==> src/rtl/forward_scoreboard_pkg.sv <==
// Shared types and constants for the forwarding scoreboard.
package forward_scoreboard_pkg;

  // Widest register address an entry can carry; narrower addresses are zero-extended.
  localparam int AW_MAX = 8;

  // fwd_sel encoding: SEL_RF means "read the register file", k+1 means "entry k".
  localparam int SEL_RF = 0;

  // One tracked pipeline-register slot.
  typedef struct packed {
    logic              valid;
    logic              we;
    logic              is_load;
    logic              is_store;
    logic [AW_MAX-1:0] rd;
    logic [AW_MAX-1:0] rt;
  } entry_t;

  localparam entry_t ENTRY_BUBBLE = '0;

  // Width of one fwd_sel field: enough to encode SEL_RF plus one code per entry.
  function automatic int sel_width(input int depth);
    return $clog2(depth + 1);
  endfunction

endpackage

==> src/rtl/forward_scoreboard_fwd_match.sv <==
// Priority match of one source operand against all tracked entries.
module fwd_match
  import forward_scoreboard_pkg::*;
#(
  parameter int DEPTH    = 3,
  parameter int AW       = 5,
  parameter int LOAD_LAT = 1,
  parameter int SW       = 2
) (
  input  entry_t [DEPTH-1:0] entries,
  input  logic               src_valid,
  input  logic [AW-1:0]      src_addr,
  output logic [SW-1:0]      sel,
  output logic               hazard
);

  logic [AW_MAX-1:0] addr_ext;
  logic              unused_fields;

  assign addr_ext = AW_MAX'(src_addr);

  // Scan oldest to youngest so the youngest (lowest index) matching writer wins.
  always_comb begin
    sel    = SW'(SEL_RF);
    hazard = 1'b0;
    if (src_valid && (addr_ext != '0)) begin
      for (int k = DEPTH - 1; k >= 0; k--) begin
        if (entries[k].valid && entries[k].we && (entries[k].rd == addr_ext)) begin
          sel    = SW'(k + 1);
          hazard = entries[k].is_load && (k < LOAD_LAT);
        end
      end
    end
  end

  // Store-related fields are not needed for operand matching.
  always_comb begin
    unused_fields = 1'b0;
    for (int k = 0; k < DEPTH; k++) begin
      unused_fields = unused_fields ^ entries[k].is_store ^ (^entries[k].rt);
    end
  end

endmodule

==> src/rtl/forward_scoreboard.sv <==
// Forwarding scoreboard: tracks in-flight writers, selects bypass sources,
// detects load-use hazards and counts stalled cycles.
// No handshakes here: advance is a plain enable; the instruction entering EX
// is held by the surrounding pipeline whenever stall is high.
module forward_scoreboard
  import forward_scoreboard_pkg::*;
#(
  parameter int DEPTH    = 3,
  parameter int NUM_SRC  = 2,
  parameter int LOAD_LAT = 1,
  parameter int AW       = 5
) (
  input  logic                                   clk,
  input  logic                                   reset,
  input  logic                                   advance,
  input  logic                                   flush,
  input  logic                                   issue_valid,
  input  logic                                   issue_we,
  input  logic                                   issue_is_load,
  input  logic                                   issue_is_store,
  input  logic [AW-1:0]                          issue_rd,
  input  logic [AW-1:0]                          issue_rt,
  input  logic [NUM_SRC-1:0]                     src_valid,
  input  logic [NUM_SRC*AW-1:0]                  src_addr,
  output logic [NUM_SRC*sel_width(DEPTH)-1:0]    fwd_sel,
  output logic                                   stall,
  output logic                                   forwardM,
  output logic [15:0]                            stall_count,
  input  logic                                   clear_stats
);

  localparam int SW = sel_width(DEPTH);

  entry_t [DEPTH-1:0] entries_q, entries_d;
  entry_t             issue_entry;
  logic [NUM_SRC-1:0] hazard;
  logic [15:0]        stall_count_q, stall_count_d;

  // Pack the incoming instruction into an entry record.
  always_comb begin
    issue_entry          = ENTRY_BUBBLE;
    issue_entry.valid    = issue_valid;
    issue_entry.we       = issue_we;
    issue_entry.is_load  = issue_is_load;
    issue_entry.is_store = issue_is_store;
    issue_entry.rd       = AW_MAX'(issue_rd);
    issue_entry.rt       = AW_MAX'(issue_rt);
  end

  for (genvar i = 0; i < NUM_SRC; i++) begin : g_match
    fwd_match #(
      .DEPTH    (DEPTH),
      .AW       (AW),
      .LOAD_LAT (LOAD_LAT),
      .SW       (SW)
    ) u_fwd_match (
      .entries   (entries_q),
      .src_valid (src_valid[i]),
      .src_addr  (src_addr[i*AW +: AW]),
      .sel       (fwd_sel[i*SW +: SW]),
      .hazard    (hazard[i])
    );
  end

  // A hazard only stalls a real, unsquashed instruction.
  always_comb begin
    stall = (|hazard) && issue_valid && !flush;
  end

  // Store in MEM whose data register is being loaded by the instruction in WB.
  always_comb begin
    forwardM = entries_q[0].valid && entries_q[0].is_store &&
               entries_q[1].valid && entries_q[1].is_load && entries_q[1].we &&
               (entries_q[1].rd == entries_q[0].rt) && (entries_q[0].rt != '0);
  end

  // Shift on advance, inserting a bubble for stalled or flushed issues.
  always_comb begin
    entries_d = entries_q;
    if (advance) begin
      for (int k = 1; k < DEPTH; k++) begin
        entries_d[k] = entries_q[k-1];
      end
      entries_d[0] = (stall || flush) ? ENTRY_BUBBLE : issue_entry;
    end else if (flush) begin
      entries_d[0].valid = 1'b0;
    end
  end

  // Saturating stall counter; clear takes priority over counting.
  always_comb begin
    stall_count_d = stall_count_q;
    if (clear_stats) begin
      stall_count_d = '0;
    end else if (stall && advance && (stall_count_q != 16'hFFFF)) begin
      stall_count_d = stall_count_q + 16'd1;
    end
  end

  // State registers with synchronous reset.
  always_ff @(posedge clk) begin
    if (reset) begin
      entries_q     <= '0;
      stall_count_q <= '0;
    end else begin
      entries_q     <= entries_d;
      stall_count_q <= stall_count_d;
    end
  end

  assign stall_count = stall_count_q;

endmodule

==> config.mk <==
export PLATFORM = sky130hd
export DESIGN_NAME = forward_scoreboard
export DESIGN_NICKNAME = d
export VERILOG_FILES = /design/src/rtl/forward_scoreboard_pkg.sv /design/src/rtl/forward_scoreboard_fwd_match.sv /design/src/rtl/forward_scoreboard.sv
export SDC_FILE = /design/constraint.sdc
export NUM_CORES = 1
export LEC_CHECK = 0
export ABC_AREA = 1
export CAP_MARGIN = 10
export CORE_UTILIZATION = 50
export CTS_CLUSTER_DIAMETER = 80
export DETAILED_ROUTE_END_ITERATION = 6
export PLACE_DENSITY_LB_ADDON = 0.05
export SLEW_MARGIN = 20
export SYNTH_ARGS = -nofsm -noshare
export SYNTH_HDL_FRONTEND = slang
export SYNTH_SLANG_ARGS = --single-unit
==> constraint.sdc <==
create_clock -name clk -period 2.1 [get_ports clk]
set_input_delay 0.42 -clock clk [delete_from_list [all_inputs] [get_ports clk]]
set_output_delay 0.42 -clock clk [all_outputs]
set_load 0.02 [all_outputs]
==> summary by stage <==
Run status
The flow ran to the end, and the final reports show no timing, DRC or antenna violations.

Route
The mean routed wirelength per cell is ~13 um. The pre-antenna-repair detailed-routing pass consisted of 4 iterations. Summed over all layers, the routed wires come to 7243 um. For this run, design rule violations remaining after detail routing come to 0. The detail route stage leaves a number of antenna-violating nets equal to 0. Across all layers, the routed design uses a little under 3000 vias. After the first detailed-routing iteration, the DRC count stood at around 170. After detailed routing, the number of vias per cell comes to 5.195.

STA
The number of failing hold endpoints at the final stage came to 0. The final count of pins violating max slew is 0. The worst pin sits at a relative slew slack of roughly four fifths. Derived from the worst setup path, the maximum achievable clock frequency is 493.7 MHz. The worst path uses 96.46% of the clock period.

At the pin with the least slew margin, the transition time is 0.3123 ns. For the final database, setup skew stands at 0.01041 ns. In the final timing run, aggregate negative setup slack is 0 ns.

The minimum clock period is 2.026 ns. The slack of the critical path is 0.07439 ns. Setup repair after global routing could not meet its margin everywhere. The count of endpoints failing setup in the final report is 0.

Power
The share of power burned in the clock network is 36.5%. Power spread over the standard cell area amounts to 508.0 mW/mm^2. Power comes to 1.856 mW. Registers are responsible for 48.6% of the overall power.

Cell internal power was estimated by the tool at 1.397 mW. The part of the total power dissipated in combinational logic is 14.9%. Net switching is around a quarter of the power.

The peak ir drop on the vdd network is 453.1 uV. The leakage power figure is 1.513 nW. The switching power of the nets is 0.4593 mW.

Die
The floorplan has 25 rows. The die footprint is around 0.0054 sq mm. From bottom edge to top edge, the die measures roughly 73 um. The initial core utilization is ~53%. The total core area is 0.004817 sq mm. The number of top-level pins is 53. The die is 73.47 um wide.

Yosys
The number of library cell types mapped by synthesis is 33. The synthesized area per cell is 6.498 sq um. The total of flip-flops plus latches after synthesis is 45.

Yosys attributes the largest share of cell area to sky130_fd_sc_hd__dfxtp_1 35%, sky130_fd_sc_hd__nand2_1 14%, sky130_fd_sc_hd__nor2_1 10%. Synthesis handed over a netlist of a little under 400 instances. The fraction of the yosys area taken by sequential cells is 35.28%. In this run the cell area of the synthesized design comes to 0.002554 sq mm. The library cell occupying the most area in the post-synthesis netlist is sky130_fd_sc_hd__dfxtp_1. The area share of the largest cell type after synthesis is 35.28%.

The synthesized net count is 425. The Yosys step of the flow raised 0 warnings.

Setup path
The reg-to-reg critical path endpoint is stall_count[4]. The signal on the critical path passes through nand2_4 -> a21oi_2 -> o2111ai_2 -> nor4_2 -> buf_4 -> nand3_2 -> nand2_1 -> buf_6. In this run the critical register-to-register path is launched from entries_q[8]. The slowest library cell on the worst path is sky130_fd_sc_hd__dfxtp_2.

Measured in cells, the most critical reg-to-reg path has a length of 13. The startpoint type of the worst setup path is a flop. The critical-path maximum fanout is 2.

The capturing element type of the critical path is a primary output. For the worst setup path, the data arrival time is between 1.5 and 2 ns. The critical path is of the flop to primary output type. The required time of the worst setup path is 1.68 ns. For this run, the slowest stage of the critical path takes around 0.36 ns. The origin of the worst setup path is entries_q[59]. The slack of the worst reg-to-reg path is 0.22 ns.

Global route
The pin count of the biggest net entering global routing is 30. The initial antenna violation count is 0. The number of global-route vias before repair came to between 2000 and 3000.

The total routing resource utilization after global routing is about 28%. The global-route wire length before repair is around 12000 um. The total congestion overflow after global routing is 0.

Finish
The final layout contains about 520 nets. At the end of the flow the core is filled with cells to 75.87%. The repair_antennas step left the layout with diodes totalling 0. The fill cell instance count of the final layout is 419.

In the final layout, the share of cells above drive strength 1 is 25.96%. From synthesis to final layout, the design area changed by 43.12%. The final standard cell count with taps included and fillers excluded is 560.

Clock network
The number of levels in the clock H-tree is 2. The clock-pin slew on the worst setup and hold paths is 0.09 ns. Hold repair after CTS inserted 0 buffers. The clock sink total is 45. The clock passes through at most 2 buffers. The CTS tree is built. The TritonCTS buffer count is 5.

The CTS root buffer is sky130_fd_sc_hd__clkbuf_8. At the later pin of the worst-skew pair, clock insertion delay measures around 0.30 ns.

Min path
The number of cells on the worst hold path is 2. For hold timing, the worst endpoint is entries_q[16]. The launch point of the worst hold path is entries_q[16]. The path class of the tightest hold or removal check is flop to flop.

Placement
During placement, the flow inserted port buffers numbering 52. At the end of routability-driven placement, the weighted congestion stood at 0.8716. Timing analysis after detailed placement gives a worst setup slack of -0.6973 ns. Including well taps, the total number of placed cells is 546. The wire-length estimate of the detail-placed layout is 5313 um.

Run
The number of max-capacitance violations reported is 0.
[stage by stage]
| step | hold slack, ns | instance area [sq um] |
|---|---|---|
| after floorplan | 0.4408 | 2554 |
| after global placement | 0.4510 | 3447 |
| after detailed placement | 0.4579 | 3447 |
| after CTS | 0.4722 | 3580 |
| after global routing | 0.5073 | 3655 |
| final | 0.4727 | 3655 |
[cells in the final DEF, fill, tap and decap left out, types with 2 or more instances in the layout]
cell and instances:
sky130_fd_sc_hd__nand2_1 95, sky130_fd_sc_hd__nor2_1 71, sky130_fd_sc_hd__buf_4 55, sky130_fd_sc_hd__clkdlybuf4s50_1 36, sky130_fd_sc_hd__dfxtp_1 34, sky130_fd_sc_hd__nand3_1 31
sky130_fd_sc_hd__inv_1 26, sky130_fd_sc_hd__a21oi_1 25, sky130_fd_sc_hd__a211oi_1 12, sky130_fd_sc_hd__inv_2 11, sky130_fd_sc_hd__dfxtp_2 11, sky130_fd_sc_hd__xor2_1 8
sky130_fd_sc_hd__nor2_2 8, sky130_fd_sc_hd__o22ai_1 7, sky130_fd_sc_hd__clkbuf_8 6, sky130_fd_sc_hd__a21oi_2 5, sky130_fd_sc_hd__clkbuf_2 5, sky130_fd_sc_hd__nand3_2 4
sky130_fd_sc_hd__dlygate4sd2_1 4, sky130_fd_sc_hd__nor4_2 3, sky130_fd_sc_hd__nand2_2 3, sky130_fd_sc_hd__o21ai_0 3, sky130_fd_sc_hd__nand4_1 3, sky130_fd_sc_hd__o21bai_2 3
sky130_fd_sc_hd__buf_2 3, sky130_fd_sc_hd__and3_1 2, sky130_fd_sc_hd__nor3_1 2
[critical path, delay by kind of cell, from the launching register on]
kind,cells,cell delay (ns)
buf+inv,2,0.28
compound gates,2,0.26
simple gates,4,0.41
flops,1,0.36
[what timing repair did]
item	in CTS	in global routing
resized for setup	54	36
endpoints found under the setup margin	9	6
endpoints found under the hold margin	0	0
pin swaps	6	9
buffers inserted	2	4
[layout make-up]
| type | count | area, sq um | share of cell area, % |
|---|---|---|---|
| clock inverters | 1 | 30.03 | 0.8216 |
| repair buffers | 104 | 859.6 | 23.52 |
| inverters | 38 | 145.1 | 3.971 |
| well taps | 67 | 83.83 | 2.294 |
| multi-input cells | 298 | 1535 | 42.01 |
| clock buffers | 7 | 86.33 | 2.362 |
| flip-flops and latches | 45 | 914.6 | 25.03 |
[how the worst max path moves through the flow]
stage,end,cells past startpoint
finish,fwd_sel[2],8
global route,fwd_sel[3],7
CTS,fwd_sel[2],8
detailed placement,fwd_sel[3],8
global placement,fwd_sel[3],8
floorplan,fwd_sel[3],6
[power by group through the flow]
| stage | combinational [mW] | sequential, mW | clock, mW |
|---|---|---|---|
| 5_1_grt | 0.305 | 0.905 | 0.724 |
| 4_1_cts | 0.266 | 0.898 | 0.691 |
| 3_3_place_gp | 0.261 | 0.916 | 0 |
| 2_1_floorplan | 0.126 | 0.912 | 0 |
| 3_5_place_dp | 0.265 | 0.917 | 0 |
| 6_report | 0.277 | 0.902 | 0.678 |
[synthesized netlist by cell type (all sizes together)]
library cell   n
nand4          5
dfxtp         45
nor4           3
and3           2
a221oi         1
a211oi        12
ha             1
buf            2
nor3b          1
nand3b         1
nor2          79
a2111oi        1
nand2         99
a21oi         30
o2111ai        2
or2            1
inv           38
xor2           8
o22ai          7
nand3         35
nor3           3
clkbuf        10
o21ai          4
o21bai         3
[metal layers]
metal  share of wire (%)  vias to the layer above  track usage [%]
li1                    -                     1498                -
met1                  47                     1310            38.02
met2                  47                       88            44.85
met3                 4.4                       13            5.487
met4                 1.9                        0            9.829
met5                   0                        -                0
[state kept, by name, indices dropped and copies added (netlist names)]
signal       count
stall_count     16
entries_q       29
[logic make-up (layout without fill, tap and decap cells)]
group | count (synthesis) | after routing | share of synthesized area, %
and+or+nand+nor | 229 | 229 | 38.80
DFF | 45 | 45 | 35.28
AOI/OAI and AO/OA | 60 | 60 | 14.89
xor gates and xnor gates | 8 | 8 | 2.744
adders and majority gates | 1 | 1 | 0.4899
buffers and inverters | 50 | 150 | 7.790
Note: power is estimated with default switching activity, not from simulation.
